**src/rtl/dld_pkg.sv**
```systemverilog
// Shared types and defaults for the lsh_seq shifter.
// FSM encoding and width constants.
package dld_pkg;

  localparam int WIDTH_D = 7;
  localparam int SHW_D   = 3;

  typedef enum logic [1:0] {
    IDLE,
    SHIFT,
    DONE
  } state_t;

endpackage

```
**src/rtl/lsh1.sv**
```systemverilog
// Single-bit logical left shift step.
// Zero enters at bit 0, MSB falls off.
module lsh1 #(
  parameter int WIDTH = 7
) (
  input  logic [WIDTH-1:0] d,
  output logic [WIDTH-1:0] q
);

  assign q = d << 1;

endmodule

```
**src/rtl/lsh_seq.sv**
```systemverilog
// Multi-cycle logical left shifter.
// One bit per cycle, valid/ready on both sides.
module lsh_seq
  import dld_pkg::*;
#(
  parameter int WIDTH = WIDTH_D,
  parameter int SHW   = SHW_D
) (
  input  logic             clk,
  input  logic             reset,
  input  logic             in_valid,
  output logic             in_ready,
  input  logic [WIDTH-1:0] a,
  input  logic [SHW-1:0]   f,
  output logic [WIDTH-1:0] y,
  output logic             out_valid,
  input  logic             out_ready,
  output logic             busy
);

  state_t           state;
  state_t           state_n;
  logic [WIDTH-1:0] data;
  logic [WIDTH-1:0] data_n;
  logic [WIDTH-1:0] data_sh;
  logic [SHW-1:0]   count;
  logic [SHW-1:0]   count_n;

  lsh1 #(
    .WIDTH(WIDTH)
  ) u_lsh1 (
    .d(data),
    .q(data_sh)
  );

  // Next-state: accept in IDLE, step in SHIFT, drain in DONE.
  always_comb begin
    state_n = state;
    data_n  = data;
    count_n = count;
    unique case (state)
      IDLE: begin
        if (in_valid) begin
          data_n  = a;
          count_n = f;
          state_n = (f == '0) ? DONE : SHIFT;
        end
      end
      SHIFT: begin
        data_n  = data_sh;
        count_n = count - SHW'(1);
        if (count == SHW'(1)) begin
          state_n = DONE;
        end
      end
      DONE: begin
        if (out_ready) begin
          state_n = IDLE;
        end
      end
      default: begin
        state_n = IDLE;
      end
    endcase
  end

  // State, data and count registers.
  always_ff @(posedge clk or posedge reset) begin
    if (reset) begin
      state <= IDLE;
      data  <= '0;
      count <= '0;
    end else begin
      state <= state_n;
      data  <= data_n;
      count <= count_n;
    end
  end

  assign in_ready  = (state == IDLE);
  assign out_valid = (state == DONE);
  assign busy      = (state != IDLE);
  assign y         = out_valid ? data : '0;

endmodule

```
**config.mk**
```make
export PLATFORM = sky130hd
export DESIGN_NAME = lsh_seq
export DESIGN_NICKNAME = d
export VERILOG_FILES = /design/src/rtl/dld_pkg.sv /design/src/rtl/lsh1.sv /design/src/rtl/lsh_seq.sv
export SDC_FILE = /design/constraint.sdc
export NUM_CORES = 1
export LEC_CHECK = 0
export BUFFER_PORTS_ARGS = -buffer_cell sky130_fd_sc_hd__clkbuf_2
export CAP_MARGIN = 40
export CORE_MARGIN = 2
export CORE_UTILIZATION = 35
export CTS_CLUSTER_DIAMETER = 80
export DETAILED_ROUTE_END_ITERATION = 7
export SKIP_CTS_REPAIR_TIMING = 1
export SYNTH_ARGS = -nofsm -noshare
export SYNTH_HDL_FRONTEND = slang
export SYNTH_SLANG_ARGS = --single-unit
```
**constraint.sdc**
```tcl
create_clock -name clk -period 1.4 [get_ports clk]
set_input_delay 0 -clock clk [delete_from_list [all_inputs] [get_ports clk]]
set_output_delay 0 -clock clk [all_outputs]
set_load 0.1 [all_outputs]
```
==> results_dict.tcl <==
set metrics [dict create \
    p_per_area_nw_per_um2 2020 \
    fin_skew_ns 0.00303 \
    syn-cell-area_um2 742 \
    num-nets-final 133 \
    worst_pin_slew_ns 0.466 \
    met1_usage_pct 17.4 \
    start_util_pct 37.4 \
    yosysWarnings 0 \
    synth_most_common_cell "dfrtp_1" \
    vias 686 \
    fp.dieW_um 50.0 \
    max_cap_viol_count 0 \
    syn_avg_cell_area_um2 8.73 \
    busiest_layer "met2" \
    max_freq_mhz 718 \
    io-pin-count 24 \
    ant_nets 0 \
    drt-total-wl_mm 1.55 \
    place_congestion 0.722 \
    synth-async-reset-ratio_pct 100 \
    place_ws_ns 0.230 \
    drive_gt1_share_pct 42.6 \
    first_global_vias 642 \
    synthDistinctLibCells 25 \
    cts_root_buffer "clkbuf_4" \
    ys_seq_elements 12 \
    ys_seq_area_share_pct 40.5 \
    track_usage_pct 14.2 \
    clock-sinks 12 \
    hold_slack_ns 0.0109 \
    postLayoutCoreUtil_pct 57.3 \
    cts.htree.levels 1 \
    timing.final.crit_share_pct 99.5 \
    cp.arrival_ns 1.39 \
    portBuffers 23 \
    cts_buffer_depth 2 \
    insertion_delay_ns 0.27 \
    drc 0 \
    netlist_top_cells_area "dfrtp_1 40%, and3b_2 6.7%, a21oi_1 6.1%, and2_1 5.9%, o21ai_1 5.4%" \
    timing_worst_setup_path_type "flop to output port" \
    met3_usage_pct 2.12 \
    antenna_found_initial 0 \
    cp.required_ns 1.40 \
    die_area_um2 2500 \
    core_area_um2 1980 \
    hpwlAfterDp_mm 1.22 \
    crit_path_end_kind "output port" \
    yosysTopAreaCellShare_pct 40.5 \
    path_clk_slew_ns 0.08 \
    fin_ws_ns 0.00695 \
    diodes 0 \
    yosysTopAreaCell "dfrtp_1" \
    synth_edf_count 0 \
    slew_viol_final 0 \
    dp_cells 135 \
    cp-start-kind "flop" \
    cts_tree "yes" \
    final-setup-viol-count 0 \
    p_leak_nw 0.537 \
    rsz0062_at_grt "yes" \
    use_met2_pct 23.2 \
    num_rows 16 \
    status "finished clean" \
    overflow 0 \
    drt-wirelength-per-cell_um 10.9 \
    yosys-top-cells-count "12 x dfrtp_1, 9 x a21oi_1, 9 x nand2_1, 8 x inv_1, 8 x o21ai_1" \
    synthToLayoutAreaGrowth_pct 53.0 \
    grt_max_degree 19 \
    crit_path_max_fanout 8 \
    first_pass_iters 4 \
    first_iter_violations 5 \
    hold_class "input pin to flop" \
    die_h_um 50.0 \
    stdcell_count 142 \
    grt_pass1_wl_mm 2.67 \
    syn_inst 85 \
    cts_made_buffers 3 \
    hold_viol 0 \
    viasPerCell 4.83 \
    max-vdd-ir-drop_v 0.00118 \
    syn_nets 101 \
    post-route-min-period_ns 1.39 \
    slew_headroom_pct 68.9 \
    synth-main-ff-cell "dfrtp_1" \
    power_mw 2.29 \
]
-- power by group --
| group | leakage (nW) | internal (mW) | switching, mW |
|---|---|---|---|
| sequential | 0.146 | 0.503 | 0.119 |
| combinational | 0.377 | 0.629 | 0.825 |
| clock | 0.0138 | 0.0995 | 0.114 |
| total | 0.537 | 1.23 | 1.06 |
-- cell usage in the layout (no fill, tap or decap), types with 2 or more instances in the layout --
cell / count
ha_1: 2
a21oi_1: 9
nor3b_1: 2
o21ai_1: 8
and2_4: 7
dlygate4sd3_1: 2
inv_1: 8
and3b_2: 5
clkbuf_4: 3
nor2_1: 3
dfrtp_1: 11
nand2_1: 9
buf_12: 10
o22a_1: 3
clkbuf_2: 13
buf_4: 6
-- worst paths after layout --
path                                      startpoint                    to  slack (ns)  cells past startpoint
worst min-delay path                            a[6]   data[6]$_DFFE_PP0P_        0.01                      3
max in group asynchronous                      reset  state[1]$_DFFE_PP0P_        0.79                      3
min in group asynchronous                      reset   data[6]$_DFFE_PP0P_        0.26                      3
worst min register to register   data[6]$_DFFE_PP0P_   data[6]$_DFFE_PP0P_        0.49                      2
worst max-delay path            state[0]$_DFFE_PP0P_                  y[6]       0.007                      4
worst max register to register  state[0]$_DFFE_PP0P_  count[2]$_DFFE_PP0P_        0.20                      3
-- cell families (layout without fill, tap and decap cells) --
family                   count (synthesis)  count (layout)  synth area share (%)
AND/OR/NAND/NOR                         32              32                  26.0
buffers and inverters                   13              43                  8.94
flip-flops                              12              12                  40.5
adder cells (fa/ha/maj)                  2               2                  3.37
AO/OA/AOI/OAI                           26              26                  21.2
-- registers in the layout (all words and copies together) (netlist names) --
signal	cells
data	7
count	3
state	2
-- area by class of cell --
class / count / area [µm²]
Tap cell: 27 / 33.8
Fill cell: 182 / 847
Timing Repair Buffer: 32 / 342
Multi-Input combinational cell: 60 / 405
Sequential cell: 12 / 302
Inverter: 8 / 30.0
Clock buffer: 3 / 22.5
-- stage by stage --
stage          setup TNS [ns]  instance area [µm²]
6_report                    0                 1130
5_1_grt                -0.357                 1130
4_1_cts                -0.329                 1090
3_5_place_dp                0                 1070
3_3_place_gp                0                 1070
2_1_floorplan           -1.70                  772
-- worst max-delay path, cell delays in order, from the launching register on --
cell and delay (ns):
dfrtp_1 0.39, buf_6 0.14, nor2b_4 0.22, and2_4 0.20
buf_12 0.16
-- routing by layer --
layer | vias up | wire (µm)
li1 | 349 | -
met1 | 315 | 701
met2 | 18 | 735
met3 | 4 | 83
met4 | 0 | 24
met5 | - | 0
(Power assumes the default switching activity.)
